**src/rtl/crc_pkg.sv**
```systemverilog
// Shared definitions for the serial CRC-8 engine: FSM state encoding and defaults.
// Imported by the top level; the step datapath is parameterised directly.
package crc_pkg;

   typedef enum logic [1:0] {
      IDLE  = 2'd0,
      SHIFT = 2'd1,
      DONE  = 2'd2
   } state_t;

   localparam logic [7:0] CRC8_POLY_DEFAULT = 8'h07;
   localparam logic [7:0] CRC8_INIT_DEFAULT = 8'h00;
   localparam int         CNT_W             = 16;

endpackage

```
**src/rtl/crc8_step.sv**
```systemverilog
// One-bit MSB-first CRC-8 LFSR step built from XOR cells; purely combinational.
// Zero latency, no flow control: the caller decides when to register the result.
module crc8_step #(
   parameter logic [7:0] POLY = 8'h07
) (
   input  logic [7:0] crc_in,
   input  logic       bit_in,
   output logic [7:0] crc_next
);

   logic       fb;
   logic [7:0] shifted;
   logic [7:0] mask;

   xor_cell u_fb (
      .a (crc_in[7]),
      .b (bit_in),
      .y (fb)
   );

   assign shifted = {crc_in[6:0], 1'b0};
   assign mask    = fb ? POLY : 8'h00;

   for (genvar i = 0; i < 8; i++) begin : g_bit
      xor_cell u_x (
         .a (shifted[i]),
         .b (mask[i]),
         .y (crc_next[i])
      );
   end

endmodule

```
**src/rtl/xor_cell.sv**
```systemverilog
// Two-input XOR gate cell; purely combinational building block.
// Zero latency, no flow control.
module xor_cell (
   input  logic a,
   input  logic b,
   output logic y
);

   assign y = a ^ b;

endmodule

```
**src/rtl/crc8_serial.sv**
```systemverilog
// Serial CRC-8 over an MSB-first bit stream; one bit per cycle, result one cycle after the last bit.
// bit_ready is high only in SHIFT; crc_valid is a single-cycle pulse with no backpressure.
module crc8_serial
   import crc_pkg::*;
#(
   parameter logic [7:0] POLY = CRC8_POLY_DEFAULT,
   parameter logic [7:0] INIT = CRC8_INIT_DEFAULT
) (
   input  logic             clk,
   input  logic             rst_n,
   input  logic             start,
   input  logic             bit_in,
   input  logic             bit_valid,
   input  logic             last,
   output logic             bit_ready,
   output logic             busy,
   output logic [7:0]       crc_out,
   output logic             crc_valid,
   output logic [CNT_W-1:0] bit_count
);

   state_t           state;
   state_t           state_nxt;
   logic [7:0]       crc;
   logic [7:0]       crc_step;
   logic [CNT_W-1:0] cnt;
   logic             accept;

   assign accept = bit_valid && bit_ready;

   crc8_step #(
      .POLY (POLY)
   ) u_step (
      .crc_in   (crc),
      .bit_in   (bit_in),
      .crc_next (crc_step)
   );

   always_ff @(posedge clk or negedge rst_n) begin
      if (!rst_n) begin
         state <= IDLE;
      end else begin
         state <= state_nxt;
      end
   end

   always_comb begin
      state_nxt = state;
      case (state)
         IDLE:    if (start) state_nxt = SHIFT;
         SHIFT:   if (accept && last) state_nxt = DONE;
         DONE:    state_nxt = IDLE;
         default: state_nxt = IDLE;
      endcase
   end

   // crc and cnt are left untouched outside a frame so the last result stays visible.
   always_ff @(posedge clk or negedge rst_n) begin
      if (!rst_n) begin
         crc <= 8'h00;
         cnt <= '0;
      end else if (state == IDLE && start) begin
         crc <= INIT;
         cnt <= '0;
      end else if (accept) begin
         crc <= crc_step;
         if (cnt != {CNT_W{1'b1}}) begin
            cnt <= cnt + 1'b1;
         end
      end
   end

   assign bit_ready = (state == SHIFT);
   assign crc_valid = (state == DONE);
   assign busy      = (state != IDLE);
   assign crc_out   = crc;
   assign bit_count = cnt;

endmodule

```
**config.mk**
```make
export PLATFORM = sky130hd
export DESIGN_NAME = crc8_serial
export DESIGN_NICKNAME = d
export VERILOG_FILES = /design/src/rtl/crc_pkg.sv /design/src/rtl/crc8_step.sv /design/src/rtl/xor_cell.sv /design/src/rtl/crc8_serial.sv
export SDC_FILE = /design/constraint.sdc
export NUM_CORES = 1
export LEC_CHECK = 0
export ABC_AREA = 1
export CORE_MARGIN = 4
export CORE_UTILIZATION = 45
export CTS_CLUSTER_DIAMETER = 40
export DETAILED_ROUTE_END_ITERATION = 6
export PLACE_DENSITY = 0.72
export REMOVE_ABC_BUFFERS = 1
export SLEW_MARGIN = 20
export SYNTH_ARGS = -nofsm -noshare
export SYNTH_HDL_FRONTEND = slang
export SYNTH_SLANG_ARGS = --single-unit
```
**constraint.sdc**
```tcl
create_clock -name clk -period 1.8 [get_ports clk]
set_clock_uncertainty 0.2 [all_clocks]
set_input_delay 0.18 -clock clk [delete_from_list [all_inputs] [get_ports clk]]
set_output_delay 0.18 -clock clk [all_outputs]
set_load 0.01 [all_outputs]
```
# Word level (Yosys, flattened, before mapping)

Index checks and enable logic that the tools add are counted.

Register bits after elaboration: 26
Bits of input ports: 6
Output and inout bits: 27

Add/subtract/negate cells: 1
Equal/unequal tests: 5
Mux-type cells: 9
Bitwise gates (word level): 8
Reductions and logical operators: 9

Operators by type and width:

| kind                                           | number |
|---|---|
| 2-to-1 mux 16 bit                              | 3 |
| adder 16 x 1 -> 16 bit (second input constant) | 1 |
| 2-to-1 mux 8 bit                               | 2 |
| != test 16 bit (second input constant)         | 1 |
| nonzero test 2 bit                             | 3 |
| XOR 1 bit (second input constant)              | 5 |
| 2-to-1 mux 2 bit                               | 2 |
| one-hot mux 2 bit (2 select lines)             | 1 |
| AND reduction 2 bit                            | 2 |
| logical AND 1 bit                              | 3 |
| 2-to-1 mux 3 bit                               | 1 |
| XOR 1 bit                                      | 3 |
| == test 2 x 1 -> 1 bit (second input constant) | 1 |
| == test 2 bit (second input constant)          | 1 |
| logical NOT 2 bit                              | 1 |
| != test 2 x 1 -> 1 bit (second input constant) | 1 |
| != test 2 bit (second input constant)          | 1 |

# Logic depth before layout (Yosys ltp)

Gate-level depths: netlist (run 1).

Depth after elaboration: 5
Mapped depth: 10
Gate-level depth less buffers: 10

# Hierarchy

Synthesis (run 1) repeated with hierarchy kept, for this count alone.

Cells, all modules: 238
Area total of the unflattened synthesis: 1684.1 um^2

By module, submodules not included:

| module      | instances | cells each | area each (um^2) | sequential area each (um^2) |
|---|---|---|---|---|
| crc8_serial | 1         | 192        | 1511.4           | 650.6 |
| xor_cell    | 9         | 5          | 18.8             | 0.0 |
| crc8_step   | 1         | 1          | 3.8              | 0.0 |

# Worst setup path after synthesis (run 1)

OpenSTA, ideal clock, no wires.

Path type: register to register
Start point: register cnt[0] (netlist: bit_count[0])
End point: register cnt[8] (netlist: bit_count[8])
Library setup time: 0.074 ns
Arrival: 1.461 ns
Slack: 0.065 ns
Stages on the path, launching flop included: 11
Buffers on the path: 1
Clock period less this slack: 1.735 ns
Cell sequence: dfrtp_1 -> ha_1 -> nand2_2 -> nor2_4 -> nand2_4 -> nor2_4 -> nand2_2 -> nand2_4 -> buf_12 -> nand2_1 -> o21ai_2

Cells in the longest elaborated chain, start to end: 4

Ends and longest elaborated chain:

| item                     | line              | RTL |
|---|---|---|
| start: declaration       | crc8_serial.sv:26 | `logic [CNT_W-1:0] cnt;` |
| start signal: assignment | crc8_serial.sv:68 | `cnt <= cnt + 1'b1;` |
| adder 16 x 1 -> 16 bit   | crc8_serial.sv:68 |  |
| 2-to-1 mux 16 bit        | crc8_serial.sv:67 | `if (cnt != {CNT_W{1'b1}}) begin` |
| 2-to-1 mux 16 bit        | crc8_serial.sv:65 | `end else if (accept) begin` |
| 2-to-1 mux 16 bit        | crc8_serial.sv:62 | `end else if (state == IDLE && start) begin` |

Parallel ways exist; a longest one is shown, timed or not. The select of a mux whose other input is x is not followed.
A chain may end at the register's enable or synchronous reset.

# Worst setup path after layout (run 1)

Start point: register cnt[13] (netlist: bit_count[13])
End point: output port bit_count[13]

RTL lines:

| item             | line              | RTL |
|---|---|---|
| end: declaration | crc8_serial.sv:19 | `output logic [CNT_W-1:0] bit_count` |

No word-level cell between the ends.

==> results of run 1 <==
[final cells by class]
type                            instances  share of cell area, %
Timing Repair Buffer                   50                   22.5
Multi-Input combinational cell        139                   36.2
Tap cell                               46                   2.77
Inverter                               25                   4.52
Clock buffer                            3                   1.08
Clock inverter                          1                   1.45
Sequential cell                        26                   31.5
[state kept, by name, indices dropped and copies added (netlist names)]
name / flops
bit_count: 16
state: 2
crc_out: 8
[kinds of logic after synthesis]
group	count (synthesis)	synth area share [%]
buffers and inverters	35	11.5
xor gates and xnor gates	9	4.99
DFF	26	41.2
and+or+nand+nor	109	33.5
AOI/OAI and AO/OA	20	8.00
adders and majority gates	1	0.792
[power by group]
group	total (mW)	internal [mW]	switching, mW
logic	0.974	0.459	0.515
registers	0.795	0.705	0.0903
clock network	0.404	0.225	0.179
[critical path: stages, from the launching register on]
cell             delay (ns)
dfrtp_1                0.37
buf_4                  0.13
clkdlybuf4s50_1        0.54
[path summary, 6_finish.rpt]
| path | start | end | slack, ns | cells after the start |
|---|---|---|---|---|
| max | bit_count[13] | bit_count[13] | 0.05 | 2 |
| min | rst_n | bit_count[6] | 0.002 | 2 |
| max reg2reg | bit_count[0] | bit_count[3] | 0.14 | 9 |
| min reg2reg | crc_out[1] | crc_out[1] | 0.35 | 2 |
| max in group asynchronous | rst_n | bit_count[12] | 1.12 | 2 |
| min in group clk | last | state[1] | 0.18 | 3 |
[placed cells by master, fill, tap and decap left out, drive strengths merged]
cell type and n:
nand2 68, clkdlybuf4s50 26, dfrtp 26, inv 25
nor2 19, buf 18, nand3 16, o21ai 15
nand4 6, xnor2 5, dlymetal6s2s 5, xor2 4
o22ai 4, clkbuf 3, o31ai 1, ha 1
bufinv 1, dlygate4sd2 1
[through the flow]
stage / TNS (ns) / util [%] / std cells / instance area (um^2)
after floorplan: -0.438 / - / 190 / 1490
after global placement: 0 / 58.5 / 281 / 1970
after detailed placement: 0 / 58.5 / 281 / 1970
after CTS: 0 / 60.5 / 287 / 2030
after global routing: 0 / 61.8 / 290 / 2080
final: 0 / 61.8 / 290 / 2080
[layer usage]
layer  track usage, %  vias to the layer above
met4             4.56                        0
met1             21.7                      634
met5                0                        -
li1                 -                      716
met2             25.5                       22
met3             2.66                        0
[what timing repair did]
action                                  CTS  global route
endpoints found under the setup margin    4            15
gates resized for setup                   1             9
hold endpoints to repair                  0             0
pin swaps                                 0             0
setup buffers                             2             3
==> results.json, run 1 <==
{
  "dr.pass1.iters": 4,
  "wl_met1_mm": 1.61,
  "fmax_ghz": 0.573,
  "synth_area_per_cell_um2": 7.90,
  "synthFlopType": "dfrtp_1",
  "antenna_found_initial": 0,
  "rsz0062_at_grt": "no",
  "nNetsFinal": 252,
  "route.met3.wl_um": 100,
  "grt_max_degree": 27,
  "synth_top_area_share_pct": 41.2,
  "ioPinCount": 33,
  "synth_area_leader_cell": "dfrtp_1",
  "setup_viol": 0,
  "p_leak_nw": 0.993,
  "vias": 1372,
  "drt_wl_total_mm": 3.28,
  "start_kind": "flip-flop",
  "worst_ep_required_time_ns": 1.42,
  "die_area_um2": 4520,
  "ys_top_cells_by_count": "55 x nand2_1, 26 x dfrtp_1, 22 x inv_1, 15 x nand3_1, 14 x nor2_1",
  "p_total_mw": 2.17,
  "hpwl_mm": 2.52,
  "clk_latency_ns": 0.32,
  "fillers": 324,
  "antenna_left": 0,
  "worst_pin_slew_ns": 0.331,
  "slew-limit-headroom_pct": 77.8,
  "synth_edf_count": 0,
  "wl_per_cell_um": 11.3,
  "clk_path_buf_depth": 2,
  "hold_violations": 0,
  "first_global_vias": 1224,
  "synth_area_um2": 1580,
  "via_per_inst": 4.73,
  "hold_ws_ns": 0.00227,
  "peakVddDrop_mv": 0.753,
  "cts-buffers-inserted": 3,
  "die_x_um": 67.2,
  "ys_ff_latch": 26,
  "min_period_ns": 1.75,
  "outcome": "completed",
  "drc_errors": 0,
  "clock-root-buffer": "clkbuf_4",
  "die_y_um": 67.2,
  "drive_above_1_share_pct": 21.7,
  "multiInputGateArea_um2": 752,
  "critPathKind": "reg2out",
  "top_layer": "met3",
  "wl_met2_mm": 1.58,
  "overflow": 0,
  "cap_violations": 0,
  "cts_hold_buf": 0,
  "timing.final.crit_share_pct": 97.0,
  "synthCells": 200,
  "slew_violations": 0,
  "power.density_nw_per_um2": 1050,
  "htreeDepth": 1,
  "grt_first_pass_wirelength_mm": 5.51,
  "clock_sinks": 26,
  "seq_area_um2": 654,
  "ys_warn_count": 0,
  "yosys.cell_count.top_type": "nand2_1",
  "crit_path_end_kind": "output port",
  "num_rows": 21,
  "dp_worst_setup_slack_ns": 0.0946,
  "ys_seq_area_share_pct": 41.2,
  "io_buffers": 32,
  "setup_slack_ns": 0.0541,
  "synthTopCellsByArea": "dfrtp_1 41%, nand2_1 13%, inv_1 5.2%",
  "ys_async_sr_fraction_pct": 100,
  "ys_types": 22,
  "syn2layout_area_growth_pct": 31.5,
  "diodes": 0,
  "track_usage_pct": 15.8,
  "start_util_pct": 46.9,
  "core_um2": 3360,
  "drtIter0Drc": 68,
  "crit_arrival_ns": 1.37,
  "cts_tree": "built",
  "worstPathMaxFanout": 5,
  "hp-class": "in2async",
  "clk_pin_slew_worst_paths_ns": 0.15,
  "place_congestion": 0.794
}
(Power assumes the default switching activity.)
==> inputs of run 2 (changes only) <==
Settings changed: CTS_CLUSTER_SIZE from default to 28, PLACE_DENSITY 0.72 to 0.71, SYNTH_HIERARCHICAL from default to 1.
==> results.json, run 2 <==
{
  "grt_first_pass_wirelength_mm": 7.20,
  "final_cells": 349,
  "slew_violations": 0,
  "drtIter0Drc": 92,
  "htreeDepth": 1,
  "start_kind": "flip-flop",
  "place_area_um2": 2210,
  "die_area_um2": 4790,
  "final_common_cell": "nand2_1",
  "largest_reg_flops": 16,
  "outcome": "completed",
  "ys_top_cells_by_count": "102 x nand2_1, 33 x inv_1, 26 x dfrtp_1, 15 x nand3_1, 14 x nor2_1",
  "crit_path_end_kind": "output port",
  "worst_ep_required_time_ns": 1.42,
  "core_um2": 3470,
  "dr.pass1.iters": 4,
  "min_period_ns": 1.77,
  "setup_viol": 0,
  "hold_violations": 0,
  "track_usage_pct": 18.3,
  "fmax_ghz": 0.565,
  "start_util_pct": 48.6,
  "ioPinCount": 33,
  "p_leak_nw": 1.16,
  "timing.final.crit_share_pct": 98.2,
  "synthCells": 238,
  "die_x_um": 69.2,
  "peakVddDrop_mv": 0.538,
  "power.density_nw_per_um2": 1030,
  "clk_path_buf_depth": 2,
  "grt_max_degree": 27,
  "synthFlopType": "dfrtp_1",
  "crit_arrival_ns": 1.39,
  "layout_common_cells": "102 x nand2_1, 33 x inv_1, 30 x clkdlybuf4s50_1, 23 x dfrtp_1, 19 x buf_4",
  "yosys.cell_count.top_type": "nand2_1",
  "p_total_mw": 2.42,
  "dpl.cell_count": 341,
  "nNetsFinal": 311,
  "ys_async_sr_fraction_pct": 100,
  "synthTopCellsByArea": "dfrtp_1 39%, nand2_1 23%, inv_1 7.4%",
  "num_rows": 21,
  "drc_errors": 0,
  "antenna_found_initial": 0,
  "ys_types": 26,
  "critPathKind": "reg2out",
  "via_per_inst": 4.66,
  "die_y_um": 69.2,
  "fin_area_um2": 2340,
  "ys_seq_area_share_pct": 38.6,
  "clock-root-buffer": "clkbuf_8",
  "syn2layout_area_growth_pct": 38.9,
  "synth_edf_count": 0,
  "synth_area_leader_cell": "dfrtp_1",
  "io_buffers": 32,
  "synth_area_per_cell_um2": 7.08,
  "hp-class": "in2async",
  "cts_tree": "built",
  "ys_warn_count": 6,
  "cts_hold_buf": 0,
  "clk_latency_ns": 0.27,
  "drt_wl_total_mm": 4.19,
  "vias": 1625,
  "ys_ff_latch": 26,
  "final_util_pct": 67.4,
  "clock_sinks": 26,
  "worstPathMaxFanout": 4,
  "drive_above_1_share_pct": 16.8,
  "finalSetupTns_ns": 0,
  "antenna_left": 0,
  "cts-buffers-inserted": 3,
  "diodes": 0,
  "hpwl_mm": 3.06,
  "cap_violations": 0,
  "synth_area_um2": 1680,
  "first_global_vias": 1585,
  "clk_pin_slew_worst_paths_ns": 0.09,
  "rsz0062_at_grt": "yes",
  "wl_per_cell_um": 12.0,
  "synth_top_area_share_pct": 38.6,
  "place_congestion": 0.869,
  "overflow": 0
}
run 2: changes by cell type after synthesis, moves of 3 or more:
| cell | delta |
|---|---|
| xnor2_1 | -3 |
| inv_1 | +11 |
| nand2_2 | -6 |
| o22ai_1 | -4 |
| o21ai_1 | -6 |
| o21ai_2 | -4 |
| buf_4 | -9 |
| nand2_1 | +47 |
run 2: repair_timing:
action	4_1_cts	5_1_grt
pin swaps	0	2
setup endpoints to repair	2	19
resized for setup	2	5
setup buffers	0	4
run 2: metrics by stage:
| step | setup WS, ns | hold WS (ns) |
|---|---|---|
| floorplan | 0.121 | -0.316 |
| global placement | 0.137 | 0.308 |
| detailed placement | 0.0925 | 0.317 |
| CTS | 0.00106 | 0.0698 |
| global route | -0.0363 | 0.0887 |
| finish | 0.0316 | 0.0641 |
run 2: final cells by class:
type	count	area [um^2]
fill	305	1130
multi-input combinational	184	915
sequential	26	654
timing repair buffer	53	504
inverter	36	136
tap	46	57.6
clock buffer	3	41.3
clock inverter	1	30.0
run 2: kinds of logic after synthesis:
group / after synthesis / share of synthesized area [%]
compound gates: 11 / 4.61
flops: 26 / 38.6
other cells: 1 / 0.223
buf+inv: 39 / 10.3
simple gates: 153 / 41.9
xor+xnor: 7 / 3.64
fa+ha+maj: 1 / 0.743
run 2: where the power goes:
| part | internal, mW | switching [mW] | total (mW) |
|---|---|---|---|
| Combinational | 0.515 | 0.582 | 1.10 |
| Clock | 0.298 | 0.196 | 0.494 |
| Sequential | 0.703 | 0.127 | 0.829 |
run 2: worst max-delay path, stage by stage (launching register included):
cell and delay [ns]:
dfrtp_1 0.42, buf_4 0.16, clkdlybuf4s50_1 0.53
run 2: worst paths after layout:
path | from | end | slack (ns) | cells past startpoint
worst min register to register | state[1] | state[0] | 0.31 | 1
worst max-delay path | bit_count[1] | bit_count[1] | 0.03 | 2
worst max register to register | bit_count[1] | bit_count[3] | 0.11 | 8
min in group clk | last | state[1] | 0.24 | 3
max in group asynchronous | rst_n | state[1] | 1.07 | 2
worst min-delay path | rst_n | crc_out[7] | 0.06 | 2
run 2: routing by layer:
layer	track usage (%)	vias to the layer above	wire [um]
met5	0	-	0
met4	5.64	0	70
met3	3.04	8	172
met2	30.3	32	1960
met1	24.3	739	1990
li1	-	846	-
==> inputs of run 3 (changes only) <==
Settings changed: CORE_ASPECT_RATIO from default to 0.75.
==> results.json, run 3 (synthesized netlist as in run 2, its figures left out) <==
{
  "min_period_ns": 1.77,
  "hp-class": "in2async",
  "core_um2": 3450,
  "crit_arrival_ns": 1.39,
  "p_seq_share_pct": 36.7,
  "outcome": "completed",
  "overflow": 0,
  "io_buffers": 32,
  "final_cells": 351,
  "cts-buffers-inserted": 3,
  "timing.final.crit_share_pct": 98.3,
  "hold_violations": 0,
  "hpwl_mm": 3.17,
  "num_rows": 18,
  "drtIter0Drc": 160,
  "fillers": 298,
  "clock-root-buffer": "clkbuf_8",
  "dpl.cell_count": 346,
  "clk_path_buf_depth": 2,
  "die_x_um": 78.6,
  "vias": 1641,
  "slew_violations": 0,
  "start_kind": "flip-flop",
  "dr.pass1.iters": 5,
  "finalSetupTns_ns": 0,
  "crit_path_end_kind": "output port",
  "wl_per_cell_um": 12.3,
  "ioPinCount": 33,
  "diodes": 0,
  "antenna_found_initial": 0,
  "clk_latency_ns": 0.28,
  "start_util_pct": 48.9,
  "track_usage_pct": 18.9,
  "seq_area_um2": 653,
  "clock_sinks": 26,
  "power.density_nw_per_um2": 1000,
  "drt_wl_total_mm": 4.30,
  "cap_violations": 0,
  "antenna_left": 0,
  "htreeDepth": 1,
  "p_total_mw": 2.32,
  "grt_first_pass_wirelength_mm": 6.96,
  "syn2layout_area_growth_pct": 37.3,
  "place_area_um2": 2210,
  "drc_errors": 0,
  "fin_area_um2": 2310,
  "via_per_inst": 4.68,
  "grt_max_degree": 27,
  "final_util_pct": 67.1,
  "p_switching_mw": 0.908,
  "internal_power_mw": 1.41,
  "cts_tree": "built",
  "die_y_um": 61.0,
  "peakVddDrop_mv": 0.555,
  "setup_viol": 0,
  "first_global_vias": 1465,
  "p_leak_nw": 1.15,
  "p_clk_share_pct": 16.7,
  "worst_ep_required_time_ns": 1.42,
  "final_common_cell": "nand2_1",
  "layout_common_cells": "102 x nand2_1, 33 x inv_1, 30 x clkdlybuf4s50_1, 24 x dfrtp_1, 18 x buf_4",
  "multiInputGateArea_um2": 927,
  "largest_reg_flops": 16,
  "die_area_um2": 4800,
  "drive_above_1_share_pct": 15.9,
  "swShare_pct": 39.1,
  "clk_pin_slew_worst_paths_ns": 0.09,
  "nNetsFinal": 309,
  "critPathKind": "reg2out",
  "place_congestion": 0.916,
  "worstPathMaxFanout": 4,
  "fmax_ghz": 0.565,
  "power_frac_comb_pct": 46.6
}
==> run 3: layout make-up <==
class	instances	share of cell area [%]
Tap cell	50	2.71
Inverter	36	5.95
Multi-Input combinational cell	184	40.1
Sequential cell	26	28.2
Clock buffer	4	2.38
Timing Repair Buffer	51	20.6
==> run 3: per-layer routing <==
layer	wire, um	share of wire [%]	track usage (%)
met5	0	0	0
met4	38	0.88	5.24
met3	241	5.6	3.71
met2	1940	45	28.3
met1	2090	48	28.0
==> run 3: what timing repair did <==
item / in CTS / in global routing
gates resized for setup: 1 / 8
pin swaps: 1 / 2
endpoints found under the setup margin: 1 / 17
buffers inserted: 0 / 1
endpoints found under the hold margin: 0 / 0
hold buffers: 0 / 0
==> run 3: power by group through the flow <==
| stage | Combinational (mW) | Sequential (mW) | Clock, mW |
|---|---|---|---|
| floorplan | 0.485 | 0.874 | 0 |
| detailed placement | 1.03 | 0.839 | 0 |
| global placement | 1.02 | 0.834 | 0 |
| global route | 1.20 | 0.878 | 0.413 |
| finish | 1.08 | 0.852 | 0.388 |
| CTS | 1.04 | 0.831 | 0.390 |
==> run 3: worst max-delay path, cell delays in order (launching register included) <==
cell             delay [ns]
dfrtp_1                0.42
buf_4                  0.16
clkdlybuf4s50_1        0.53
==> run 3: final timing paths <==
kind / startpoint / end / slack, ns / depth (start not counted)
max: bit_count[1] / bit_count[1] / 0.03 / 2
min: rst_n / bit_count[11] / 0.07 / 2
max reg2reg: bit_count[1] / bit_count[13] / 0.08 / 9
min reg2reg: crc_out[3] / crc_out[3] / 0.33 / 2
max in group asynchronous: rst_n / state[1] / 1.05 / 2
min in group clk: last / state[1] / 0.25 / 3
==> run 3: stage by stage <==
stage | worst slack [ns] | hold slack [ns]
after floorplan | 0.121 | -0.316
after global placement | 0.119 | 0.313
after detailed placement | 0.0562 | 0.316
after CTS | 0.0197 | 0.0787
after global routing | -0.0194 | 0.0885
final | 0.0312 | 0.0659
